==> src/rtl/phasecalc_pkg.sv <==
// phasecalc_pkg: shared constants and state encoding for the phasecalc scheduler.
package phasecalc_pkg;

    // Operand and result widths of the shared phasecalc unit.
    localparam int INW        = 13;
    localparam int OUTW       = 19;

    // The angle result is signed Q8.10: ten fraction bits, one unit = 1/1024 rad.
    localparam int ANGLE_FRAC = 10;

    typedef enum logic [2:0] {
        ST_IDLE    = 3'd0,
        ST_START   = 3'd1,
        ST_WAIT_HI = 3'd2,
        ST_WAIT_LO = 3'd3,
        ST_RESP    = 3'd4
    } state_t;

endpackage

==> src/rtl/phasecalc_sched_rr_arbiter.sv <==
// rr_arbiter: combinational round-robin pick of the first active request at or above ptr.
// The pointer register lives in the parent.
module rr_arbiter #(
    parameter int NREQ = 4,
    parameter int IDW  = 2
) (
    input  logic [NREQ-1:0] req,
    input  logic [IDW-1:0]  ptr,
    output logic [NREQ-1:0] grant,
    output logic [IDW-1:0]  idx
);

    // Scan NREQ positions starting at ptr with wrap-around; the first hit wins.
    always_comb begin
        int  k;
        logic found;
        // NOTE: every variable written here gets a default first, so no path can infer a latch.
        grant = '0;
        idx   = '0;
        found = 1'b0;
        k     = 0;
        for (int i = 0; i < NREQ; i++) begin
            k = int'(ptr) + i;
            if (k >= NREQ) k = k - NREQ;
            if (!found && req[k]) begin
                grant[k] = 1'b1;
                idx      = IDW'(k);
                found    = 1'b1;
            end
        end
    end

endmodule

==> src/rtl/phasecalc_sched.sv <==
// phasecalc_sched: shares one phasecalc unit between NREQ requesters, one X/Y pair at a time,
// and returns the angle tagged with the requester index.
// Optional watchdog on the busy handshake: define PHASECALC_SCHED_TIMEOUT_EN.
module phasecalc_sched #(
    parameter int NREQ        = 4,
    parameter int IDW         = 2,
    parameter int INW         = phasecalc_pkg::INW,
    parameter int OUTW        = phasecalc_pkg::OUTW,
    parameter int TIMEOUT_CYC = 64
) (
    input  logic                clock,
    input  logic                reset,
    input  logic [NREQ-1:0]     req_valid,
    output logic [NREQ-1:0]     req_ready,
    input  logic [NREQ*INW-1:0] req_x,
    input  logic [NREQ*INW-1:0] req_y,
    output logic                rsp_valid,
    output logic [IDW-1:0]      rsp_id,
    output logic [OUTW-1:0]     rsp_angle,
    output logic                rsp_err,
    output logic                pc_start,
    output logic [INW-1:0]      pc_x,
    output logic [INW-1:0]      pc_y,
    input  logic                pc_busy,
    input  logic [OUTW-1:0]     pc_angle
);

    import phasecalc_pkg::*;

    if (IDW != $clog2(NREQ) || NREQ < 2 || NREQ > 8 || TIMEOUT_CYC < 2) begin : g_param_check
        $error("phasecalc_sched: inconsistent parameters");
    end

    state_t          state;
    state_t          state_next;
    logic [IDW-1:0]  ptr;
    logic [IDW-1:0]  cur_id;
    logic [NREQ-1:0] grant;
    logic [IDW-1:0]  grant_idx;
    logic            accept;
    logic            done_ok;
    logic            timed_out;

    rr_arbiter #(
        .NREQ (NREQ),
        .IDW  (IDW)
    ) u_arb (
        .req   (req_valid),
        .ptr   (ptr),
        .grant (grant),
        .idx   (grant_idx)
    );

    // Grants are only offered while idle and out of reset, so no requester sees a false accept.
    assign req_ready = (state == ST_IDLE && reset) ? grant : '0;
    assign accept    = |(req_valid & req_ready);
    assign done_ok   = (state == ST_WAIT_LO) && !pc_busy;

`ifdef PHASECALC_SCHED_TIMEOUT_EN
    localparam int CNTW = $clog2(TIMEOUT_CYC);
    logic [CNTW-1:0] wd_cnt;
    logic            in_wait;

    assign in_wait   = (state == ST_WAIT_HI) || (state == ST_WAIT_LO);
    assign timed_out = in_wait && (wd_cnt == CNTW'(TIMEOUT_CYC - 1));

    // Watchdog: cleared on the way into START, counts every waiting cycle; latches the error flag.
    always_ff @(posedge clock) begin
        if (!reset) begin
            wd_cnt  <= '0;
            rsp_err <= 1'b0;
        end else begin
            if (accept)       wd_cnt <= '0;
            else if (in_wait) wd_cnt <= wd_cnt + 1'b1;
            if (done_ok)        rsp_err <= 1'b0;
            else if (timed_out) rsp_err <= 1'b1;
        end
    end
`else
    assign timed_out = 1'b0;
    assign rsp_err   = 1'b0;
`endif

    // State register.
    always_ff @(posedge clock) begin
        // NOTE: sequential state uses non-blocking assignments so every flop samples pre-edge values.
        if (!reset) state <= ST_IDLE;
        else        state <= state_next;
    end

    // Next-state logic and the decoded one-cycle strobes.
    always_comb begin
        state_next = state;
        pc_start   = 1'b0;
        rsp_valid  = 1'b0;
        unique case (state)
            ST_IDLE:    if (accept) state_next = ST_START;
            ST_START: begin
                pc_start   = 1'b1;
                state_next = ST_WAIT_HI;
            end
            ST_WAIT_HI: if (pc_busy) state_next = ST_WAIT_LO;
            ST_WAIT_LO: if (!pc_busy) state_next = ST_RESP;
            ST_RESP: begin
                rsp_valid  = 1'b1;
                state_next = ST_IDLE;
            end
            default:    state_next = ST_IDLE;
        endcase
        if (timed_out) state_next = ST_RESP;
    end

    // Operand capture and pointer advance on accept; result registration on completion or timeout.
    always_ff @(posedge clock) begin
        if (!reset) begin
            ptr       <= '0;
            cur_id    <= '0;
            pc_x      <= '0;
            pc_y      <= '0;
            rsp_id    <= '0;
            rsp_angle <= '0;
        end else begin
            if (accept) begin
                pc_x   <= req_x[int'(grant_idx) * INW +: INW];
                pc_y   <= req_y[int'(grant_idx) * INW +: INW];
                cur_id <= grant_idx;
                ptr    <= (grant_idx == IDW'(NREQ - 1)) ? '0 : grant_idx + 1'b1;
            end
            if (done_ok) begin
                rsp_id    <= cur_id;
                rsp_angle <= pc_angle;
            end else if (timed_out) begin
                rsp_id    <= cur_id;
                rsp_angle <= '0;
            end
        end
    end

endmodule

==> config.mk <==
export PLATFORM = sky130hd
export DESIGN_NAME = phasecalc_sched
export DESIGN_NICKNAME = d
export VERILOG_FILES = /design/src/rtl/phasecalc_pkg.sv /design/src/rtl/phasecalc_sched_rr_arbiter.sv /design/src/rtl/phasecalc_sched.sv
export SDC_FILE = /design/constraint.sdc
export NUM_CORES = 1
export LEC_CHECK = 0
export BUFFER_PORTS_ARGS = -buffer_cell sky130_fd_sc_hd__buf_2
export CORE_MARGIN = 10
export CORE_UTILIZATION = 55
export CTS_CLUSTER_SIZE = 8
export DETAILED_ROUTE_END_ITERATION = 10
export PLACE_DENSITY = 0.95
export SYNTH_ARGS = -nofsm -noshare
export SYNTH_HDL_FRONTEND = slang
export SYNTH_SLANG_ARGS = --single-unit
==> constraint.sdc <==
create_clock -name clock -period 9.6 [get_ports clock]
set_clock_uncertainty 0.1 [all_clocks]
set_input_delay 1.92 -clock clock [delete_from_list [all_inputs] [get_ports clock]]
set_output_delay 1.92 -clock clock [all_outputs]
set_load 0.01 [all_outputs]
==> results of run 1 <==
path summary, 6_finish.rpt:
| kind | from | to | slack (ns) | cells past startpoint |
|---|---|---|---|---|
| setup reg to reg | ptr[0] | ptr[1] | 4.32 | 9 |
| setup / recovery | ptr[0] | req_ready[2] | 3.87 | 7 |
| hold reg to reg | rsp_angle[18] | rsp_angle[18] | 0.36 | 2 |
| hold / removal | rsp_angle[18] | rsp_angle[18] | 0.36 | 2 |
cells in the mapped netlist, drive strengths merged, types with 2 or more instances:
master     n
a211o      3
clkbuf    48
a211oi     3
dfxtp     54
a2111oi   52
o21ai      5
nor2b      2
nand3b     6
o41ai     26
a21oi     35
a22o       4
nor4b      3
nor2       5
o22ai      2
o32ai     52
and2      54
inv       10
nand2    104
a221oi     4
mux4       5
nand2b     2
clkinv     2
mux2i     28
mux2       4
nor3       4
nand4     26
buf       25
nand3      3
ha         5
sequential cells by signal (all words and copies together), names as in the netlist:
signal     flops
state          3
rsp_angle     19
pc_x          13
cur_id         2
pc_y          13
rsp_id         2
ptr            2
cell families after synthesis:
| group | after synthesis |
|---|---|
| other | 1 |
| muxes | 37 |
| DFF | 54 |
| AOI/OAI and AO/OA | 192 |
| buffers and inverters | 85 |
| and+or+nand+nor | 213 |
| adders and majority gates | 5 |
cell usage in the layout (no fill, tap or decap), types with 5 or more instances in the layout:
cell,netlist,layout
a2111oi_4,23,23
buf_2,13,182
o21ai_0,5,5
a2111oi_0,28,28
nand2_1,104,104
clkbuf_8,0,5
nand3b_1,6,6
inv_1,9,9
o32ai_1,52,52
buf_4,4,5
ha_1,5,5
nand4_1,26,26
a21oi_1,35,35
dfxtp_1,54,53
o41ai_2,19,19
o41ai_1,7,7
and2_1,54,54
mux2i_1,28,28
mux4_2,5,5
routing by layer:
layer	GRT usage	wire length, um	vias up	part of all wire
met5	0	0	-	0
met2	0.4184	9218	317	0.51
met3	0.03874	1325	48	0.073
met1	0.2990	7018	2727	0.39
li1	-	-	2546	-
met4	0.09967	531	0	0.029
power breakdown:
part	internal, mW	switching, mW	leakage, nW
registers	0.276	0.0611	0.443
clock network	0.0794	0.0863	0.0587
logic	0.375	0.530	1.84
cell type report:
| cell class | instances | area, um^2 |
|---|---|---|
| Antenna cell | 2 | 5.005 |
| Clock buffer | 5 | 68.82 |
| Fill cell | 755 | 3095 |
| Tap cell | 111 | 138.9 |
| Inverter | 12 | 47.55 |
| Sequential cell | 54 | 1085 |
| Multi-Input combinational cell | 448 | 3760 |
| Clock inverter | 3 | 47.55 |
| Timing Repair Buffer | 187 | 948.4 |
critical path, cell delays in order, from the launching register on:
cell and delay, ns:
dfxtp_4 1.08, inv_2 0.09, ha_1 0.58, mux4_2 0.71, nor4b_4 0.45, nand2_1 0.11, a21oi_1 0.13, buf_2 0.14
stage by stage:
stage | hold slack [ns] | instance area, um^2 | worst slack [ns] | instances
2_1_floorplan | 0.3321 | 5186 | 4.191 | 587
3_3_place_gp | 0.3375 | 5979 | 4.004 | 812
3_5_place_dp | 0.3445 | 5979 | 3.963 | 812
4_1_cts | 0.3589 | 6096 | 3.952 | 820
5_1_grt | 0.3822 | 6101 | 3.673 | 822
6_report | 0.3599 | 6101 | 3.866 | 822
==> results.md, run 1 <==
- P&R area growth vs syn: 17.64%
- Final setup vio count: 0
- Mux cell area share after synthesis: 0.08516
- Wire per inst: about 22 um
- First-pass GRT wire length: around 28 mm
- Max clock buf depth: 2
- Clk pin slew, worst setup/hold paths: 0.12 ns
- Max rail drop VDD: around 0.15 mV
- Slew margin rel.: 0.2348
- Clock sinks: 54
- Clk_lat worst skew: between 0.3 and 0.4 ns
- Area fraction in compound gates after synthesis: 0.4046
- Detailed Place HPWL: ~12 mm
- Pwr Density: roughly 230 nW/um^2
- Root buf cell: clkbuf_8
- H-tree depth: 2
- Distinct cell type count after synthesis: 51
- GR Util All Layers: 0.2447
- Setup TNS: 0 ns
- Total Power: approximately 1.4 mW
- Largest area contributor in the netlist: dfxtp_1
- First-pass DRT Iterations: 5
- Max Freq: roughly 0.17 GHz
- MaxCap Viol Count: 0
- I/O Buffers: about 180
- CTS tree: built
- Final min period: around 5.7 ns
- Post-synth ARST share: 0
- Initial antenna violation count: 2
- Syn_nets: about 720
- Post-layout util: 0.6634
- Syn avg cell area: a little under 9 um^2
- CP startpoint kind: flop
- Row Count: 35
- Area share of the largest cell type after synthesis: 0.2084
- FF+latch count, synth: 54
- Period utilization: 0.5973
- GR Overflow Total: 0
- Main combinational cell family by area after synthesis: compound AO/OA/AOI/OAI gates
- Avg Vias per Cell: around 7
- Cell count after synthesis: roughly 590
- Full die area: around 14000 um^2
- # Post-CTS Setup Buffers: 0
- XOR/XNOR share of the synthesized area: 0
- Initial core utilization: 0.5639
- Worst Hold Class: reg2reg
- Drt total wl: 18.09 mm
- Cts hold-fix bufs: 0
- Slew Limit Fails: 0
- Vias in the first global route: 5400
- Core ar.: between 9000 and 10000 um^2
- Status: finished, final reports clean
- Netlist Area Pre-Place: 5186 um^2
- WP data arrival: ~3.7 ns
- Crit. End Element: output port
- Detail Route Antenna Nets: 0
- Register area share after synthesis: 0.2084
- Maximum number of pins on one net before global-route repair: 123
- Crit path required time: 7.58 ns
- Number of synthesized flops with an enable pin: 0
- Vert. Die Dim: 117.1 um
- Synth top area cells: dfxtp_1 21%, a2111oi_4 12%, o32ai_1 8.8%
- Crit Path Category: reg2out
- Initial DRC Count: 628
- Final net count: 843
- Die width: roughly 120 um
- I/O Pins: between 150 and 200
- Leak pwr: roughly 2.3 nW
- Main synth FF type: dfxtp_1
- Worst-Margin Slew: roughly 1.1 ns
- Gpl congestion: between 0.8 and 0.9
- DRC: 0
- Post-synthesis adder-cell area fraction: 0.01206
- Via Count: between 5000 and 6000
- Synth Area in Simple Gates: 0.2123
- TritonCTS Buffers: 5
- RSZ-0062 raised after global routing: no
- Cts repair resizes: 0
- Fraction of layout cells with a size suffix above 1: 0.3653
- Hold violation count in the final report: 0
- Ys Warns: 0
- Crit path max fanout: 122
No activity file was read; power rests on OpenSTA's default activity.
==> run 2: changes to the inputs <==
--- a/config.mk
+++ b/config.mk
@@ -7,10 +7,10 @@
 export LEC_CHECK = 0
 export BUFFER_PORTS_ARGS = -buffer_cell sky130_fd_sc_hd__buf_2
 export CORE_MARGIN = 10
-export CORE_UTILIZATION = 55
+export CORE_UTILIZATION = 46
 export CTS_CLUSTER_SIZE = 8
 export DETAILED_ROUTE_END_ITERATION = 10
-export PLACE_DENSITY = 0.95
+export PLACE_DENSITY = 0.89
 export SYNTH_ARGS = -nofsm -noshare
 export SYNTH_HDL_FRONTEND = slang
 export SYNTH_SLANG_ARGS = --single-unit
==> constraint.sdc (replaced) <==
create_clock -name clock -period 5.16 [get_ports clock]
set_clock_uncertainty 0.1 [all_clocks]
set_input_delay 1.032 -clock clock [delete_from_list [all_inputs] [get_ports clock]]
set_output_delay 1.032 -clock clock [all_outputs]
set_load 0.01 [all_outputs]
==> results.md, run 2 (synthesis results as in run 1) <==
- Status: finished, final reports clean (unchanged)
- Clk pin slew, worst setup/hold paths: 0.07 ns (was 0.12 ns)
- Max reg flops: 19 (unchanged)
- Fin cells: 855 (was 822)
- P&R area growth vs syn: 20.07% (was 17.64%)
- Max clock buf depth: 2 (unchanged)
- Row Count: 38 (was 35)
- First-pass DRT Iterations: 5 (unchanged)
- Crit. End Element: flop (was output port)
- Most frequent cells in the layout: 182 x buf_2, 104 x nand2_1, 54 x and2_1, 53 x dfxtp_1, 52 x o32ai_1 (unchanged)
- Crit path max fanout: 59 (was 122)
- RSZ-0062 raised after global routing: no (unchanged)
- Fraction of layout cells with a size suffix above 1: 0.3692 (was 0.3653)
- Crit path required time: 5.25 ns (was 7.58 ns)
- Hold violation count in the final report: 0 (unchanged)
- Via Count: 5505 (was 5638)
- Cts hold-fix bufs: 0 (unchanged)
- Wire per inst: 20.44 um (was 22.01 um)
- R2R depth: 9 (unchanged)
- Initial core utilization: 0.4743 (was 0.5639)
- Final net count: 849 (was 843)
- GR Util All Layers: 0.2013 (was 0.2447)
- Detail Route Antenna Nets: 0 (unchanged)
- I/O Pins: 184 (unchanged)
- Slew Limit Fails: 0 (unchanged)
- Largest Register: rsp_angle (unchanged)
- Crit Path Category: reg2reg (was reg2out)
- Final min period: roughly 4.5 ns
- Vias in the first global route: 5350 (was 5400)
- Full die area: 15920 um^2 (was 13710 um^2)
- Root buf cell: clkbuf_16 (was clkbuf_8)
- Worst hold path startpoint: rsp_angle[8] (was rsp_angle[18])
- GR Overflow Total: 0 (unchanged)
- WP data arrival: 4.57 ns (was 3.71 ns)
- Vert. Die Dim: 126.2 um (was 117.1 um)
- Leak pwr: 2.382 nW (was 2.344 nW)
- MaxCap Viol Count: 0 (unchanged)
- # Post-CTS Setup Buffers: 0 (unchanged)
- Post-Place Worst Slack: 0.7505 ns (was 3.963 ns)
- Worst-Margin Slew: 1.035 ns (was 1.148 ns)
- Setup TNS: 0 ns (unchanged)
- Core ar.: 10940 um^2 (was 9196 um^2)
- Number of placed cells counting well taps: 847 (was 812)
- Crit path from: ptr[0] (unchanged)
- H-tree depth: 2 (unchanged)
- Hold depth: 2 (unchanged)
- Drt total wl: 17.48 mm (was 18.09 mm)
- Die width: 126.2 um (was 117.1 um)
- First-pass GRT wire length: 27.61 mm (was 27.54 mm)
- Gpl congestion: 0.9018 (was 0.8703)
- Clock sinks: 54 (unchanged)
- Initial DRC Count: 517 (was 628)
- CP startpoint kind: flop (unchanged)
- Detailed Place HPWL: 12.33 mm (was 12.39 mm)
- Most common cell after layout, fill and taps aside: buf_2 (unchanged)
- Slew margin rel.: 0.3089 (was 0.2348)
- DRC: 0 (unchanged)
- Clk_lat worst skew: 0.29 ns (was 0.31 ns)
- Initial antenna violation count: 0 (was 2)
- Top Registers: rsp_angle: 19 flops, pc_x: 13 flops, pc_y: 13 flops (unchanged)
- Pwr Density: 428.7 nW/um^2 (was 230.9 nW/um^2)
- Max rail drop VDD: 0.2588 mV (was 0.1454 mV)
- Final setup vio count: 0 (unchanged)
- Avg Vias per Cell: 6.439 (was 6.859)
- Diodes inserted: 0 (was 2)
- Post-layout util: 0.5695 (was 0.6634)
- Worst Hold Class: reg2reg (unchanged)
- Maximum number of pins on one net before global-route repair: 65 (was 123)
- Worst setup margin: 0.6733 ns (was 3.866 ns)
- CTS tree: built (unchanged)
- R2R Path Start: ptr[0] (unchanged)
- Max Freq: approximately 0.22 GHz
- I/O Buffers: 182 (unchanged)
- Period utilization: 0.8695
- Cts repair resizes: 0 (unchanged)
- TritonCTS Buffers: 5 (unchanged)
## run 2: cell count changes in the layout (fill, tap and decap cells not counted), sizes merged
cell / delta
clkbuf: +1
bufinv: -1
diode: -2
inv: -2
buf: +6
clkinvlp: +2
## run 2: worst paths after layout
check / endpoint / slack (ns)
max: pc_y[0] / 0.67
min reg2reg: rsp_angle[8] / 0.35
min: rsp_angle[8] / 0.35
max reg2reg: pc_y[0] / 0.67
## run 2: worst max-delay path, cell delays in order, from the launching register on
cell and delay [ns]:
dfxtp_4 0.69, clkinv_2 0.13, ha_1 0.54, mux4_2 0.70, nor4b_4 0.43, mux2_4 0.50
inv_4 0.55, buf_4 0.28, a2111oi_4 0.07, o41ai_1 0.37
## run 2: stage by stage
step	power [mW]	hold slack, ns	area [um^2]
finish	2.670	0.3518	6227
CTS	2.658	0.3530	6227
detailed placement	2.316	0.3430	6083
global placement	2.275	0.3395	6083
floorplan	1.927	0.3321	5186
global route	2.826	0.3754	6227
## run 2: power breakdown
part | internal, mW | total (mW) | switching (mW)
Clock | 0.181 | 0.340 | 0.160
Sequential | 0.515 | 0.601 | 0.0861
Combinational | 0.725 | 1.73 | 1.00
Total | 1.42 | 2.67 | 1.25
## run 2: per-layer routing
metal	GRT usage	vias up	wire length (um)
met4	0.04220	0	234
met5	0	-	0
met2	0.3524	282	8797
li1	-	2549	-
met1	0.2474	2648	7143
met3	0.04195	26	1301
## run 2: layout make-up
cell class / instances / area (um^2)
Clock buffer: 6 / 128.9
Clock inverter: 2 / 15.01
Fill cell: 988 / 4708
Inverter: 12 / 48.80
Multi-Input combinational cell: 448 / 3769
Sequential cell: 54 / 1085
Tap cell: 140 / 175.2
Timing Repair Buffer: 193 / 1006
==> run 3: changes to the inputs <==
--- a/config.mk
+++ b/config.mk
@@ -10,6 +10,8 @@
 export CORE_UTILIZATION = 46
 export CTS_CLUSTER_SIZE = 8
 export DETAILED_ROUTE_END_ITERATION = 10
+export GPL_TIMING_DRIVEN = 0
+export MAX_ROUTING_LAYER = met4
 export PLACE_DENSITY = 0.89
 export SYNTH_ARGS = -nofsm -noshare
 export SYNTH_HDL_FRONTEND = slang
==> results.md, run 3 (synthesis results as in run 1) <==
- GR Util All Layers: 0.2373 (was 0.2013)
- Max clock buf depth: 2 (unchanged)
- CP most frequent cell: buf_4
- Crit Path Category: reg2reg (unchanged)
- RSZ-0062 raised after global routing: no (unchanged)
- CTS tree: built (unchanged)
- R2R Path Start: ptr[0] (unchanged)
- I/O Pins: 184 (unchanged)
- Hold violation count in the final report: 0 (unchanged)
- MaxCap Viol Count: 0 (unchanged)
- Slew margin rel.: 0.1937 (was 0.3089)
- Initial DRC Count: 680 (was 517)
- Cts hold-fix bufs: 0 (unchanged)
- Crit. End Element: flop (unchanged)
- Fin cells: 921 (was 855)
- WP data arrival: 4.85 ns (was 4.57 ns)
- Pwr Density: 444.5 nW/um^2 (was 428.7 nW/um^2)
- Worst Hold Class: reg2reg (unchanged)
- Gpl congestion: 0.9501 (was 0.9018)
- Largest Register: rsp_angle (unchanged)
- Final min period: 4.761 ns (was 4.487 ns)
- Maximum number of pins on one net before global-route repair: 19 (was 65)
- Reg2Reg Setup Slack: 0.40 ns (was 0.67 ns)
- Vias in the first global route: 5848 (was 5350)
- Drt total wl: 20.28 mm (was 17.48 mm)
- Period utilization: 0.9226 (was 0.8695)
- Max Freq: 0.2101 GHz (was 0.2229 GHz)
- Root buf cell: clkbuf_16 (unchanged)
- Initial core utilization: 0.4743 (unchanged)
- First-pass GRT wire length: 31.03 mm (was 27.61 mm)
- Worst hold slack: 0.3543 ns (was 0.3518 ns)
- Status: finished, final reports clean (unchanged)
- Final setup vio count: 0 (unchanged)
- Placed cell area: 6272 um^2 (was 6083 um^2)
- Vert. Die Dim: 126.2 um (unchanged)
- # Post-CTS Setup Buffers: 0 (unchanged)
- Die width: 126.2 um (unchanged)
- Clk pin slew, worst setup/hold paths: 0.08 ns (was 0.07 ns)
- Most common cell after layout, fill and taps aside: buf_2 (unchanged)
- Design area: 6459 um^2 (was 6227 um^2)
- Most frequent cells in the layout: 196 x buf_2, 104 x nand2_1, 54 x and2_1, 54 x dfxtp_1, 52 x o32ai_1 (was 182 x buf_2, 104 x nand2_1, 54 x and2_1, 53 x dfxtp_1, 52 x o32ai_1)
- Slew Limit Fails: 0 (unchanged)
- Max rail drop VDD: 0.2929 mV (was 0.2588 mV)
- Hold depth: 2 (unchanged)
- Crit-path cells: buf_4 > clkbuf_2 > inv_2 > buf_2 > ha_1 > buf_4 > mux4_2 > buf_6 > a21oi_1 > a221oi_1 > a211oi_1 > clkbuf_1 > nand4_1 > o41ai_2 (was clkinv_2 > ha_1 > mux4_2 > nor4b_4 > mux2_4 > inv_4 > buf_4 > a2111oi_4 > o41ai_1)
- Crit path required time: 5.25 ns (about the same)
- Wire per inst: 22.02 um (was 20.44 um)
- Core ar.: 10940 um^2 (unchanged)
- Top Registers: rsp_angle: 19 flops, pc_x: 13 flops, pc_y: 13 flops (unchanged)
- H-tree depth: 2 (unchanged)
- Clk_lat worst skew: 0.29 ns (about the same)
- First-pass DRT Iterations: 6 (was 5)
- P&R area growth vs syn: 24.54% (was 20.07%)
- GR Overflow Total: 0 (unchanged)
- Slowest stage delay, CP: 0.76 ns (was 0.70 ns)
- Max reg flops: 19 (unchanged)
- Crit path max-delay cell type: a211oi_1 (was mux4_2)
- R2R depth: 14 (was 9)
- I/O Buffers: 182 (unchanged)
- Clock sinks: 54 (unchanged)
- Worst hold path startpoint: rsp_angle[18] (was rsp_angle[8])
- Final net count: 911 (was 849)
- Fraction of layout cells with a size suffix above 1: 0.3501 (was 0.3692)
- Cell family with most CP delay: buffers and inverters (was multiplexers)
- Detail Route Antenna Nets: 0 (unchanged)
- Via Count: 5990 (was 5505)
- Initial antenna violation count: 4 (was 0)
- Full die area: 15920 um^2 (unchanged)
- CP startpoint kind: flop (unchanged)
- TritonCTS Buffers: 5 (unchanged)
- Avg Vias per Cell: 6.504 (was 6.439)
- Number of placed cells counting well taps: 909 (was 847)
- Reg2reg end: pc_y[5] (was pc_y[0])
- Crit path from: ptr[0] (unchanged)
- Detailed Place HPWL: 15.44 mm (was 12.33 mm)
- Crit path max fanout: 11 (was 59)
- Leak pwr: 2.506 nW (was 2.382 nW)
- Worst-Margin Slew: 1.209 ns (was 1.035 ns)
- Hold path endpoint: rsp_angle[18] (was rsp_angle[8])
- DRC: 0 (unchanged)
- Crit path buffers/inverters: 7 (was 3)
- Row Count: 38 (unchanged)
## run 3: cell types whose count changed in the layout (fill, tap and decap cells not counted), moves of 2 or more
cell,change
buf_2,+14
clkbuf_1,+46
buf_4,-6
inv_6,+2
diode_2,+4
clkinvlp_4,-2
a211oi_1,+3
buf_6,+6
a211oi_4,-3
## run 3: worst register-to-register path, cell delays in order (launching register included)
cell and delay, ns:
dfxtp_1 0.46, buf_4 0.23, clkbuf_2 0.26, inv_2 0.13, buf_2 0.30, ha_1 0.35, buf_4 0.17, mux4_2 0.58
buf_6 0.17, a21oi_1 0.19, a221oi_1 0.13, a211oi_1 0.76, clkbuf_1 0.49, nand4_1 0.23, o41ai_2 0.11
## run 3: what timing repair did
| item | CTS | global route |
|---|---|---|
| gates cloned | 0 | 0 |
| resized for setup | 4 | 4 |
| endpoints found under the setup margin | 25 | 34 |
| endpoints found under the hold margin | 0 | 0 |
## run 3: worst max-delay path by stage
stage                         to  slack [ns]  depth (start not counted)
floorplan           req_ready[1]        0.64                         11
global placement         pc_y[4]       -0.20                         12
detailed placement       pc_y[4]       -0.23                         12
CTS                 req_ready[1]        0.02                         11
global route             pc_y[5]        0.12                         14
finish                   pc_y[5]        0.40                         14
## run 3: through the flow
step                      utilization  setup slack (ns)  TNS [ns]  power [mW]
after floorplan                     -            0.6390         0       1.927
after global placement         0.5736           -0.2033   -0.8413       2.371
after detailed placement       0.5736           -0.2274    -2.036       2.416
after CTS                      0.5895           0.01991         0       2.823
after global routing           0.5906            0.1231         0       3.005
final                          0.5906            0.3994         0       2.871
## run 3: final cells by class
| class | instances | area, um^2 |
|---|---|---|
| buffer | 73 | 352.8 |
| tap | 140 | 175.2 |
| antenna | 4 | 10.01 |
| fill | 989 | 4477 |
| clock inverter | 3 | 47.55 |
| timing repair buffer | 182 | 910.9 |
| clock buffer | 5 | 125.1 |
| inverter | 12 | 47.55 |
| sequential | 54 | 1081 |
| multi-input combinational | 448 | 3709 |
## run 3: layer usage
| layer | up-vias | routed length (um) | track usage |
|---|---|---|---|
| met3 | 65 | 1696 | 0.04404 |
| met2 | 413 | 9737 | 0.3817 |
| li1 | 2688 | - | - |
| met4 | 0 | 618 | 0.08774 |
| met1 | 2824 | 8230 | 0.2892 |
| met5 | - | 0 | - |
## run 3: where the power goes
group / internal (mW) / switching [mW] / total [mW]
Sequential: 0.514 / 0.0604 / 0.574
Clock: 0.233 / 0.173 / 0.406
Combinational: 0.768 / 1.12 / 1.89
Total: 1.51 / 1.36 / 2.87
